$ cat config.mk
export PLATFORM = sky130hd
export DESIGN_NAME = uart_tx_scheduler
export DESIGN_NICKNAME = d
export VERILOG_FILES = /design/src/rtl/uart_sched_pkg.sv /design/src/rtl/rr_arbiter.sv /design/src/rtl/uart_tx_scheduler.sv
export SDC_FILE = /design/constraint.sdc
export NUM_CORES = 1
export LEC_CHECK = 0
export ABC_CLOCK_PERIOD_IN_PS = 3000
export CAP_MARGIN = 20
export CORE_MARGIN = 3
export CORE_UTILIZATION = 40
export DETAILED_ROUTE_END_ITERATION = 16
export PLACE_DENSITY = 0.69
export SETUP_SLACK_MARGIN = 0.05
export SYNTH_ARGS = -nofsm -noshare
export SYNTH_HDL_FRONTEND = slang
export SYNTH_SLANG_ARGS = --single-unit
$ cat constraint.sdc
create_clock -name clk -period 3 [get_ports clk]
set_input_delay 0.45 -clock clk [delete_from_list [all_inputs] [get_ports clk]]
set_output_delay 0.45 -clock clk [all_outputs]
set_load 0.01 [all_outputs]
$ cat src/rtl/uart_sched_pkg.sv
// rtl/uart_sched_pkg.sv - shared types and helpers for the UART transmit scheduler
package uart_sched_pkg;

  typedef enum logic {
    S_IDLE = 1'b0,
    S_OWN  = 1'b1
  } state_t;

  localparam int MAX_REQ = 8;

  // Assumes a one-hot (or all-zero) input; all-zero maps to index 0.
  function automatic logic [2:0] onehot_to_idx(input logic [MAX_REQ-1:0] oh);
    logic [2:0] idx;
    idx = '0;
    for (int i = 0; i < MAX_REQ; i++) begin
      if (oh[i]) idx = idx | 3'(i);
    end
    return idx;
  endfunction

endpackage

$ cat src/rtl/rr_arbiter.sv
// rtl/rr_arbiter.sv - combinational round-robin arbiter with optional strict priority for slot 0
module rr_arbiter
  import uart_sched_pkg::*;
#(
  parameter int NREQ  = 3,
  parameter int PTR_W = $clog2(NREQ)
) (
  input  logic [NREQ-1:0]  req,
  input  logic [PTR_W-1:0] ptr,
  input  logic             prio0,
  output logic [NREQ-1:0]  win,
  output logic [PTR_W-1:0] win_idx
);

  logic [MAX_REQ-1:0] win_ext;

  // Outer loop walks the search order from ptr; inner loop keeps every select index constant.
  always_comb begin
    logic found;
    win   = '0;
    found = 1'b0;
    if (prio0 && req[0]) begin
      win[0] = 1'b1;
    end else begin
      for (int k = 0; k < NREQ; k++) begin
        for (int i = 0; i < NREQ; i++) begin
          if (!found && req[i] && (i == (int'(ptr) + k) % NREQ)) begin
            win[i] = 1'b1;
            found  = 1'b1;
          end
        end
      end
    end
  end

  assign win_ext = MAX_REQ'(win);
  assign win_idx = PTR_W'(onehot_to_idx(win_ext));

endmodule

$ cat src/rtl/uart_tx_scheduler.sv
// rtl/uart_tx_scheduler.sv - packet-locked arbiter sharing one uart_tx link among several byte streams
module uart_tx_scheduler
  import uart_sched_pkg::*;
#(
  parameter int NREQ    = 3,
  parameter int PRIO0   = 1,
  parameter int TIMEOUT = 50000,
  parameter int CNT_W   = 16
) (
  input  logic              clk,
  input  logic              reset_n,
  input  logic [NREQ-1:0]   req_valid,
  input  logic [8*NREQ-1:0] req_data,
  input  logic [NREQ-1:0]   req_last,
  output logic [NREQ-1:0]   req_ready,
  output logic [7:0]        tx_data,
  output logic              tx_valid,
  input  logic              tx_ready,
  output logic [NREQ-1:0]   grant,
  output logic              busy,
  output logic              abort,
  output logic [CNT_W-1:0]  pkt_count
);

  localparam int               PTR_W    = $clog2(NREQ);
  localparam int               TMR_W    = $clog2(TIMEOUT) + 1;
  localparam logic [TMR_W-1:0] TMR_LAST = TMR_W'(TIMEOUT - 1);

  state_t           state_q, state_d;
  logic [NREQ-1:0]  grant_d, win;
  logic [PTR_W-1:0] g_idx_q, g_idx_d, rr_ptr_q, rr_ptr_d, win_idx, next_ptr;
  logic [TMR_W-1:0] timer_q, timer_d;
  logic [CNT_W-1:0] pkt_count_d;
  logic             abort_d;
  logic             xfer, cur_valid, cur_last;
  logic [7:0]       cur_data;

  rr_arbiter #(.NREQ(NREQ), .PTR_W(PTR_W)) u_arb (
    .req     (req_valid),
    .ptr     (rr_ptr_q),
    .prio0   (PRIO0 != 0),
    .win     (win),
    .win_idx (win_idx)
  );

  always_comb begin
    cur_valid = 1'b0;
    cur_last  = 1'b0;
    cur_data  = '0;
    for (int i = 0; i < NREQ; i++) begin
      if (grant[i]) begin
        cur_valid = cur_valid | req_valid[i];
        cur_last  = cur_last | req_last[i];
        cur_data  = cur_data | req_data[8*i +: 8];
      end
    end
  end

  assign busy      = (state_q == S_OWN);
  assign tx_valid  = busy & cur_valid;
  assign tx_data   = cur_data;
  assign req_ready = grant & {NREQ{busy & tx_ready}};
  assign xfer      = tx_valid & tx_ready;
  assign next_ptr  = (int'(g_idx_q) == NREQ - 1) ? '0 : g_idx_q + PTR_W'(1);

  // Timer only advances while the owner has nothing to offer; UART backpressure is not a stall.
  always_comb begin
    state_d     = state_q;
    grant_d     = grant;
    g_idx_d     = g_idx_q;
    rr_ptr_d    = rr_ptr_q;
    timer_d     = timer_q;
    pkt_count_d = pkt_count;
    abort_d     = 1'b0;
    case (state_q)
      S_IDLE: begin
        if (|req_valid) begin
          state_d = S_OWN;
          grant_d = win;
          g_idx_d = win_idx;
          timer_d = '0;
        end
      end
      S_OWN: begin
        if (xfer) begin
          timer_d = '0;
          if (cur_last) begin
            pkt_count_d = pkt_count + CNT_W'(1);
            rr_ptr_d    = next_ptr;
            grant_d     = '0;
            state_d     = S_IDLE;
          end
        end else if (!cur_valid) begin
          if (timer_q == TMR_LAST) begin
            abort_d  = 1'b1;
            rr_ptr_d = next_ptr;
            grant_d  = '0;
            timer_d  = '0;
            state_d  = S_IDLE;
          end else begin
            timer_d = timer_q + TMR_W'(1);
          end
        end
      end
      default: state_d = S_IDLE;
    endcase
  end

  always_ff @(posedge clk or negedge reset_n) begin
    if (!reset_n) begin
      state_q   <= S_IDLE;
      grant     <= '0;
      g_idx_q   <= '0;
      rr_ptr_q  <= '0;
      timer_q   <= '0;
      pkt_count <= '0;
      abort     <= 1'b0;
    end else begin
      state_q   <= state_d;
      grant     <= grant_d;
      g_idx_q   <= g_idx_d;
      rr_ptr_q  <= rr_ptr_d;
      timer_q   <= timer_d;
      pkt_count <= pkt_count_d;
      abort     <= abort_d;
    end
  end

endmodule

==> results of run 1 <==
[power groups by stage]
stage                     registers (mW)  clock network (mW)  logic, mW
after floorplan                    0.753                   0      0.534
after detailed placement           0.811                   0      0.906
after CTS                          0.800               0.553      0.909
after global routing               0.826               0.578      0.996
final                              0.802               0.542      0.900
after global placement             0.812                   0      0.894
[cells by family after synthesis]
kind of cell	Yosys count
AND/OR/NAND/NOR	107
AO/OA/AOI/OAI	56
flip-flops	42
buffers and inverters	27
XOR/XNOR	15
multiplexers	4
adder cells (fa/ha/maj)	4
[worst max path at each step]
stage / start / end / slack [ns] / cells after the start
2_1_floorplan: timer_q[13] / rr_ptr_q[0] / 1.01 / 5
3_3_place_gp: req_valid[0] / timer_q[9] / 0.46 / 7
3_5_place_dp: req_valid[0] / pkt_count[15] / 0.40 / 7
4_1_cts: req_valid[0] / tx_valid / 0.50 / 4
5_1_grt: req_valid[0] / tx_valid / 0.41 / 4
6_report: req_valid[0] / tx_valid / 0.50 / 4
[cells in the mapped netlist, drive strengths merged, types with 4 or more instances]
cell type	n
or3	9
dfrtp	42
o31ai	4
inv	20
a222oi	10
xor2	6
o21ai	22
nor2	17
nand4	8
nor3	10
nand3	8
and3	9
xnor2	9
nand2	28
ha	4
a21oi	8
clkbuf	4
[worst max-delay path, stage by stage]
cell and delay (ns):
clkdlybuf4s50_1 0.51, a222oi_1 0.50, nor2_1 0.08, clkdlybuf4s50_1 0.51
[final cells by class]
class / count / area, sq um
clock inverters: 3 / 68.8
multi-input cells: 186 / 1210
clock buffers: 5 / 68.8
flip-flops and latches: 42 / 1050
fillers: 532 / 2360
inverters: 20 / 75.1
well taps: 72 / 90.1
repair buffers: 70 / 683
[state kept, by name, indices dropped and copies added (netlist names)]
name / flops
abort: 1
rr_ptr_q: 2
g_idx_q: 2
busy: 1
timer_q: 17
pkt_count: 16
grant: 3
[layer usage]
layer / part of all wire / wire length, microns
met1: 0.46 / 2730
met2: 0.51 / 3040
met3: 0.023 / 135
met4: 0.0054 / 32
met5: 0 / 0
[layout by cell type, fill, tap and decap left out, types with 2 or more instances in the layout]
| cell | n |
|---|---|
| o41ai_1 | 2 |
| o21ai_1 | 4 |
| o21ai_0 | 18 |
| nor2b_1 | 2 |
| and4_1 | 2 |
| nand3_1 | 8 |
| and3_1 | 9 |
| nor4_4 | 2 |
| a222oi_1 | 10 |
| nor3_1 | 10 |
| nand2_1 | 27 |
| clkbuf_8 | 5 |
| a21oi_1 | 8 |
| dfrtp_1 | 42 |
| a21o_1 | 3 |
| ha_1 | 4 |
| buf_4 | 5 |
| mux2i_1 | 2 |
| nor2_1 | 17 |
| xor2_1 | 6 |
| bufinv_16 | 2 |
| o31ai_1 | 3 |
| or3_1 | 9 |
| inv_1 | 20 |
| xnor2_1 | 9 |
| nand4_1 | 8 |
| clkdlybuf4s50_1 | 64 |
==> impl_metrics.py, run 1 <==
metrics = {
    "clock_tree": {
        "cts_sinks": 42,
        "cts.clk_slew.worst_paths_ns": 0.09,
        "numCtsBuffers": 5,
        "htree_levels": 2,
        "clk_latency_ns": 0.30,
        "cts_resized": 0,
        "cts_tree": "done",
        "cts_buffer_depth": 2,
        "cts_setup_buffers": 0,
        "cts_root_buf": "clkbuf_8",
        "ctsHoldBuffers": 0,
    },
    "global_route": {
        "grt_use_total": 0.182,
        "globalRouteMet1Util": 0.244,
        "grt_pass1_wl_microns": 10500,
        "top_usage_layer": "met2",
        "first_global_vias": 2182,
        "antenna_found_initial": 0,
        "gr-usage-met3": 0.0327,
        "use_met2": 0.305,
        "overflow": 0,
        "grt_max_degree": 43,
    },
    "yosys": {
        "ys.flop_type": "dfrtp_1",
        "ys_ff_latch": 42,
        "synth-compound-area-share": 0.161,
        "syn_area_sq_um": 2370,
        "netlist.area_leader.share": 0.444,
        "synth_nets": 292,
        "synth_edf_count": 0,
        "async_flop_share": 1.00,
        "synth.area.top_cells": "dfrtp_1 (44%), nand2_1 (4.3%), a222oi_1 (4.2%), o21ai_0 (3.8%), xnor2_1 (3.3%)",
        "synth_xor_area_frac": 0.0555,
        "yosys.area_share.simple": 0.253,
        "synth_largest_area_cell": "dfrtp_1",
        "syn-instance-count": 255,
        "synth_top_family_by_area": "simple AND/OR/NAND/NOR gates",
        "synth-adder-area-share": 0.0212,
        "yosys.cell_types.count": 49,
        "ys_warn_count": 0,
        "synthMuxAreaShare": 0.0196,
        "synth_seq_area_share": 0.444,
        "syn_avg_cell_area_sq_um": 9.28,
    },
    "power_and_ir_drop": {
        "switching_share": 0.355,
        "leakage_nw": 1.44,
        "p_comb_frac": 0.401,
        "p_clk_frac": 0.241,
        "power_density_nw_per_um2": 692,
        "power_mw": 2.24,
        "p_seq_frac": 0.357,
        "power.net_switching_mw": 0.797,
        "p_int_mw": 1.45,
        "ir_drop_uv": 469,
    },
    "placed_design": {
        "post-place-ws_ns": 0.395,
        "port_buffers": 65,
        "gp_congestion": 0.842,
        "hpwl_microns": 4390,
        "dp_cells": 390,
        "dpl-instance-area_sq_um": 3110,
    },
    "flow_run": {
        "drv_cap": 0,
    },
    "setup_path": {
        "r2r_start": "grant[0]",
        "rr_endpoint": "timer_q[9]",
        "path_max_fanout": 7,
        "critPathKind": "in2out",
        "cp-end-kind": "output port",
        "r2r_slack_ns": 0.78,
        "required_ns": 2.55,
        "rr_worst_depth": 6,
        "start_kind": "input port",
        "worstPathArrival_ns": 2.05,
    },
    "final_layout": {
        "post-route-util": 0.579,
        "nets": 362,
        "fin_cells": 398,
        "area_delta_synth_final_pct": 37.1,
        "antenna_cells": 0,
        "drive_above_1_share": 0.0675,
        "fin_area_sq_um": 3240,
    },
    "min_path": {
        "hold_path.class": "in2async",
    },
    "timing": {
        "setup_tns_ns": 0,
        "fin_ws_ns": 0.503,
        "skew_ns": 0.00702,
        "finalMaxSlewViolations": 0,
        "grt_setup_unrepaired": "no",
        "hold_ws_ns": 0.292,
        "max_freq_ghz": 0.401,
        "hold_violations": 0,
        "max_slew_margin": 0.375,
        "post-route-period-util": 0.832,
        "period_minus_slack_ns": 2.50,
        "setup_viol": 0,
        "worstMarginPinSlew_ns": 0.937,
    },
    "floorplanning": {
        "dieArea_sq_um": 6870,
        "core.rowCount": 27,
        "initial_core_util": 0.422,
        "ios": 66,
        "die_w_microns": 82.9,
        "die_y_microns": 82.9,
        "coreArea_sq_um": 5610,
    },
    "route": {
        "drt_iter0_drc": 152,
        "dr.pass1.iters": 5,
        "drcViolationCount": 0,
        "vias_per_cell": 5.32,
        "wl_microns": 5940,
        "via_count": 2118,
        "ant_nets": 0,
        "drt-wirelength-per-cell_microns": 14.9,
    },
    "run_status": {
        "status": "finished, final reports clean",
    },
}
Power figures use the tool's default switching activity.
==> inputs of run 2 (changes only) <==
- ABC_CLOCK_PERIOD_IN_PS: 3000 -> 2100
- PLACE_DENSITY: 0.69 -> 0.71
- clock period: 3 -> 2.1 ns (I/O delays scaled with it)
==> run 2 against run 1 <==
Non-clock buffer count increased by 32. First-iteration DRC count is 18% higher. Count of clock-buffer cells in the layout is the same. Critical path depth up 2. Final cell count grew 8.0%. Via count is 9.3% higher. Clock skew is 0.0015 ns lower. Utilization increased by 3.5 points. Global-route usage increased by 0.57 points. Die area is the same. Setup slack got worse by 0.42 ns. Critical endpoint is now grant[0]. Largest cell class unchanged.
==> impl_metrics.py, run 2 (synthesis gave the netlist of run 1 again) <==
metrics = {
    "global_route": {
        "grt_use_total": 0.188,
        "first_global_vias": 2272,
        "overflow": 0,
        "antenna_found_initial": 0,
        "grt_pass1_wl_microns": 10800,
        "grt_max_degree": 24,
    },
    "setup_path": {
        "worstPathCellList": "or4b_4 -> nor4_4 -> buf_4 -> o21ai_1 -> a31o_1 -> a22o_1",
        "path_max_fanout": 4,
        "path_delay_family": "simple AND/OR/NAND/NOR gates",
        "start_kind": "register",
        "worst-path-buf-inv": 1,
        "r2r_start": "timer_q[10]",
        "startpoint": "timer_q[10]",
        "critPathKind": "reg2reg",
        "worstPathArrival_ns": 2.21,
        "cp_slowest_cell": "or4b_4",
        "slowest_delay_ns": 0.55,
        "required_ns": 2.30,
        "cp-end-kind": "register",
    },
    "timing": {
        "worstMarginPinSlew_ns": 0.490,
        "grt_setup_unrepaired": "yes",
        "post-route-period-util": 0.961,
        "finalMaxSlewViolations": 0,
        "max_slew_margin": 0.672,
        "max_freq_ghz": 0.495,
        "setup_viol": 0,
        "period_minus_slack_ns": 2.02,
        "skew_ns": 0.00550,
        "hold_violations": 0,
    },
    "route": {
        "drt_iter0_drc": 179,
        "wl_microns": 6340,
        "vias_per_cell": 5.38,
        "ant_nets": 0,
        "via_count": 2315,
        "drt-wirelength-per-cell_microns": 14.7,
        "dr.pass1.iters": 5,
        "drcViolationCount": 0,
    },
    "final_layout": {
        "final_common_cell": "clkdlybuf4s50_1",
        "largest_register_ffs": 17,
        "antenna_cells": 0,
        "num-fill-cells": 490,
        "top_regs": "timer_q: 17 flops, pkt_count: 16 flops, grant: 3 flops",
        "drive_above_1_share": 0.148,
        "area_delta_synth_final_pct": 45.4,
        "post-route-util": 0.614,
        "nets": 394,
        "fin_cells": 430,
        "regMostFlops": "timer_q",
        "layout_common_cells": "clkdlybuf4s50_1 (55), dfrtp_1 (42), buf_4 (35)",
        "fin_area_sq_um": 3440,
    },
    "power_and_ir_drop": {
        "p_clk_frac": 0.174,
        "p_seq_frac": 0.344,
        "switching_share": 0.383,
        "leakage_nw": 1.61,
        "power.net_switching_mw": 1.18,
        "ir_drop_uv": 575,
        "power_density_nw_per_um2": 898,
        "p_int_mw": 1.91,
        "power_mw": 3.09,
        "p_comb_frac": 0.482,
    },
    "clock_tree": {
        "cts_sinks": 42,
        "cts.clk_slew.worst_paths_ns": 0.09,
        "numCtsBuffers": 5,
        "cts_root_buf": "clkbuf_8",
        "cts_setup_buffers": 0,
        "cts_tree": "done",
        "cts_buffer_depth": 2,
        "clk_latency_ns": 0.30,
        "htree_levels": 2,
    },
    "floorplanning": {
        "coreArea_sq_um": 5610,
        "die_w_microns": 82.9,
        "initial_core_util": 0.422,
        "dieArea_sq_um": 6870,
        "ios": 66,
        "core.rowCount": 27,
        "die_y_microns": 82.9,
    },
    "placed_design": {
        "dp_cells": 421,
        "port_buffers": 65,
        "dpl-instance-area_sq_um": 3350,
        "gp_congestion": 0.861,
        "hpwl_microns": 5000,
    },
    "min_path": {
        "hold_path.startpoint": "pkt_count[15]",
        "hold_path.class": "reg2reg",
    },
    "run_status": {
        "status": "finished, final reports clean",
    },
    "flow_run": {
        "drv_cap": 0,
    },
}
run 2: path summary, 6_finish.rpt:
path                            endpoint  slack [ns]  cells after the start
max                             grant[0]        0.08                      6
min                        pkt_count[15]        0.48                      1
max reg2reg                     grant[0]        0.08                      6
min reg2reg                pkt_count[15]        0.48                      1
max in group asynchronous   pkt_count[4]        1.12                      3
min in group asynchronous    timer_q[13]        0.50                      2
run 2: cell type report:
| type | instances | area, sq um | share of cell area |
|---|---|---|---|
| Sequential cell | 42 | 1050 | 0.305 |
| Timing Repair Buffer | 102 | 927 | 0.269 |
| Inverter | 20 | 75.1 | 0.0218 |
| Clock inverter | 3 | 21.3 | 0.00618 |
| Tap cell | 72 | 90.1 | 0.0262 |
| Multi-Input combinational cell | 186 | 1210 | 0.351 |
| Clock buffer | 5 | 68.8 | 0.0200 |
run 2: metal layers:
metal,GRT usage,wire (microns),share of wire
met1,0.237,2720,0.43
met2,0.332,3320,0.52
met3,0.0337,251,0.040
met4,0.0446,44,0.0069
met5,0,0,0
run 2: metrics by stage:
step                      hold slack, ns  setup TNS, ns  worst slack (ns)
after floorplan                   0.0194              0             0.105
after global placement             0.296         -0.699           -0.0574
after detailed placement           0.305          -1.26            -0.138
after CTS                          0.482              0            0.0514
after global routing               0.499              0            0.0128
final                              0.480              0            0.0818
run 2: power by group through the flow:
stage          registers [mW]  clock network [mW]  logic [mW]
2_1_floorplan            1.08                   0       0.764
3_3_place_gp             1.07                   0        1.53
3_5_place_dp             1.07                   0        1.58
4_1_cts                  1.06               0.555        1.50
5_1_grt                  1.08               0.597        1.63
6_report                 1.06               0.539        1.49
run 2: what timing repair did:
action	4_1_cts	5_1_grt
endpoints found under the setup margin	12	13
hold buffers	1	0
gates resized for setup	9	0
hold endpoints to repair	19	0
pin swaps	4	5
==> inputs of run 3 (changes only) <==
- SLEW_MARGIN: default -> 20
- SYNTH_HIERARCHICAL: default -> 1
==> run 3 against run 2 <==
First-iteration DRC count down 5.6%. Critical endpoint is now rr_ptr_q[1]. Design area rose by 3.0%. Largest cell class unchanged. Critical path type unchanged. Synthesized cell count decreased by 4.3%. Highest routed layer unchanged.
==> impl_metrics.py, run 3 <==
metrics = {
    "setup_path": {
        "r2r_start": "timer_q[12]",
        "required_ns": 2.27,
        "path_max_fanout": 4,
        "critPathKind": "reg2reg",
        "worstPathArrival_ns": 2.25,
        "r2r_slack_ns": 0.03,
        "cp-end-kind": "register",
        "rr_endpoint": "rr_ptr_q[1]",
        "rr_worst_depth": 5,
        "start_kind": "register",
    },
    "floorplanning": {
        "coreArea_sq_um": 5570,
        "die_w_microns": 82.4,
        "core.rowCount": 27,
        "dieArea_sq_um": 6790,
        "die_y_microns": 82.4,
        "ios": 66,
        "initial_core_util": 0.419,
    },
    "yosys": {
        "yosys.cell_types.count": 50,
        "netlist.area_leader.share": 0.450,
        "ys.flop_type": "dfrtp_1",
        "syn-instance-count": 244,
        "synth.area.top_cells": "dfrtp_1 (45%), xnor2_1 (4.5%), a222oi_1 (4.3%), nand2_1 (4.0%), inv_1 (3.2%)",
        "synth_seq_area_share": 0.450,
        "syn_avg_cell_area_sq_um": 9.57,
        "async_flop_share": 1.00,
        "synth_largest_area_cell": "dfrtp_1",
        "synthTopCellsByCount": "dfrtp_1 (42), nand2_1 (25), inv_1 (20)",
        "synth_edf_count": 0,
        "ys_ff_latch": 42,
        "ys_warn_count": 6,
        "synth.most_common_cell": "dfrtp_1",
        "syn_area_sq_um": 2330,
        "synth_nets": 281,
    },
    "timing": {
        "fin_ws_ns": 0.0272,
        "post-route-period-util": 0.987,
        "period_minus_slack_ns": 2.07,
        "finalMaxSlewViolations": 0,
        "setup_viol": 0,
        "skew_ns": 0.00679,
        "hold_violations": 0,
        "max_slew_margin": 0.654,
        "worstMarginPinSlew_ns": 0.518,
        "grt_setup_unrepaired": "yes",
        "max_freq_ghz": 0.482,
        "hold_ws_ns": 0.0669,
    },
    "global_route": {
        "antenna_found_initial": 0,
        "grt_pass1_wl_microns": 9950,
        "grt_max_degree": 43,
        "overflow": 0,
        "first_global_vias": 2285,
        "grt_use_total": 0.189,
    },
    "clock_tree": {
        "cts_buffer_depth": 2,
        "htree_levels": 2,
        "cts_sinks": 42,
        "clk_latency_ns": 0.29,
        "ctsHoldBuffers": 0,
        "cts.clk_slew.worst_paths_ns": 0.08,
        "cts_tree": "done",
        "cts_root_buf": "clkbuf_8",
        "numCtsBuffers": 5,
    },
    "power_and_ir_drop": {
        "leakage_nw": 1.62,
        "ir_drop_uv": 575,
        "power_density_nw_per_um2": 987,
        "power_mw": 3.50,
    },
    "final_layout": {
        "fin_cells": 424,
        "largest_register_ffs": 17,
        "layout_common_cells": "clkdlybuf4s50_1 (55), dfrtp_1 (41), buf_4 (41)",
        "top_regs": "timer_q: 17 flops, pkt_count: 16 flops, grant: 3 flops",
        "multiInputGateArea_sq_um": 1210,
        "drive_above_1_share": 0.199,
        "num-fill-cells": 464,
        "ff_latch_area_sq_um": 1050,
        "nets": 388,
        "fin_area_sq_um": 3540,
        "area_delta_synth_final_pct": 51.8,
        "final_common_cell": "clkdlybuf4s50_1",
        "regMostFlops": "timer_q",
        "antenna_cells": 0,
    },
    "min_path": {
        "hold_path.class": "in2async",
    },
    "route": {
        "drt_iter0_drc": 169,
        "vias_per_cell": 5.46,
        "dr.pass1.iters": 4,
        "drcViolationCount": 0,
        "wl_microns": 6100,
        "ant_nets": 0,
        "via_count": 2315,
        "drt-wirelength-per-cell_microns": 14.4,
    },
    "placed_design": {
        "port_buffers": 65,
        "hpwl_microns": 4570,
        "post-place-ws_ns": -0.159,
        "gp_congestion": 0.889,
        "dp_cells": 408,
        "dpl-instance-area_sq_um": 3310,
    },
    "run_status": {
        "status": "finished, final reports clean",
    },
    "flow_run": {
        "drv_cap": 0,
    },
}
==> run 3: cell types whose count changed in the layout (fill, tap and decap cells not counted), moves of 4 or more <==
cell | previous run | this run
nor2_1 | 17 | 8
o21ai_0 | 18 | 9
a21oi_1 | 8 | 2
a31oi_1 | 1 | 7
buf_4 | 35 | 41
nand3_1 | 8 | 13
or3_1 | 9 | 4
a22o_1 | 1 | 5
==> run 3: repair_timing <==
| action | CTS | global route |
|---|---|---|
| buffers inserted | 2 | 5 |
| cloned | 0 | 1 |
| setup endpoints to repair | 16 | 13 |
| resized for setup | 12 | 10 |
| pin swaps | 4 | 7 |
==> run 3: where the power goes <==
group	switching, mW	internal [mW]	leakage (nW)
Clock	0.276	0.507	0.0714
Combinational	0.797	0.859	0.979
Sequential	0.127	0.931	0.570
==> run 3: worst max-delay path, stage by stage, from the launching register on <==
cell	delay (ns)
dfrtp_1	0.40
or4_4	0.57
nor4_4	0.33
and3_1	0.24
or2_4	0.13
mux2_4	0.29
==> run 3: worst max path at each step <==
stage,from,to
6_report,timer_q[12],rr_ptr_q[1]
5_1_grt,timer_q[12],timer_q[9]
4_1_cts,timer_q[11],rr_ptr_q[1]
3_5_place_dp,req_valid[0],pkt_count[11]
3_3_place_gp,req_valid[0],pkt_count[11]
2_1_floorplan,grant[0],rr_ptr_q[0]
==> run 3: layout make-up <==
class	count	share of cell area
clock inverter	2	0.0169
sequential	42	0.297
clock buffer	6	0.0233
tap	72	0.0254
multi-input combinational	174	0.343
timing repair buffer	108	0.274
inverter	20	0.0212
==> run 3: cell families after synthesis <==
kind of cell             count (synthesis)  synth area share
AND/OR/NAND/NOR                         95             0.223
AO/OA/AOI/OAI                           53             0.167
flip-flops                              42             0.450
buffers and inverters                   28            0.0488
XOR/XNOR                                15            0.0563
multiplexers                             6            0.0316
adder cells (fa/ha/maj)                  4            0.0214
other                                    1           0.00161
==> run 3: metal layers <==
| layer | track usage | vias to the layer above | wire, microns |
|---|---|---|---|
| li1 | - | 1113 | - |
| met1 | 0.236 | 1115 | 2640 |
| met5 | 0 | - | 0 |
| met2 | 0.316 | 83 | 3050 |
| met4 | 0.0847 | 0 | 56 |
| met3 | 0.0347 | 4 | 347 |
==> run 3: through the flow <==
stage / util / TNS (ns)
5_1_grt: 0.636 / -0.0943
3_5_place_dp: 0.593 / -1.64
3_3_place_gp: 0.593 / -1.07
2_1_floorplan: - / 0
4_1_cts: 0.621 / 0
6_report: 0.636 / 0
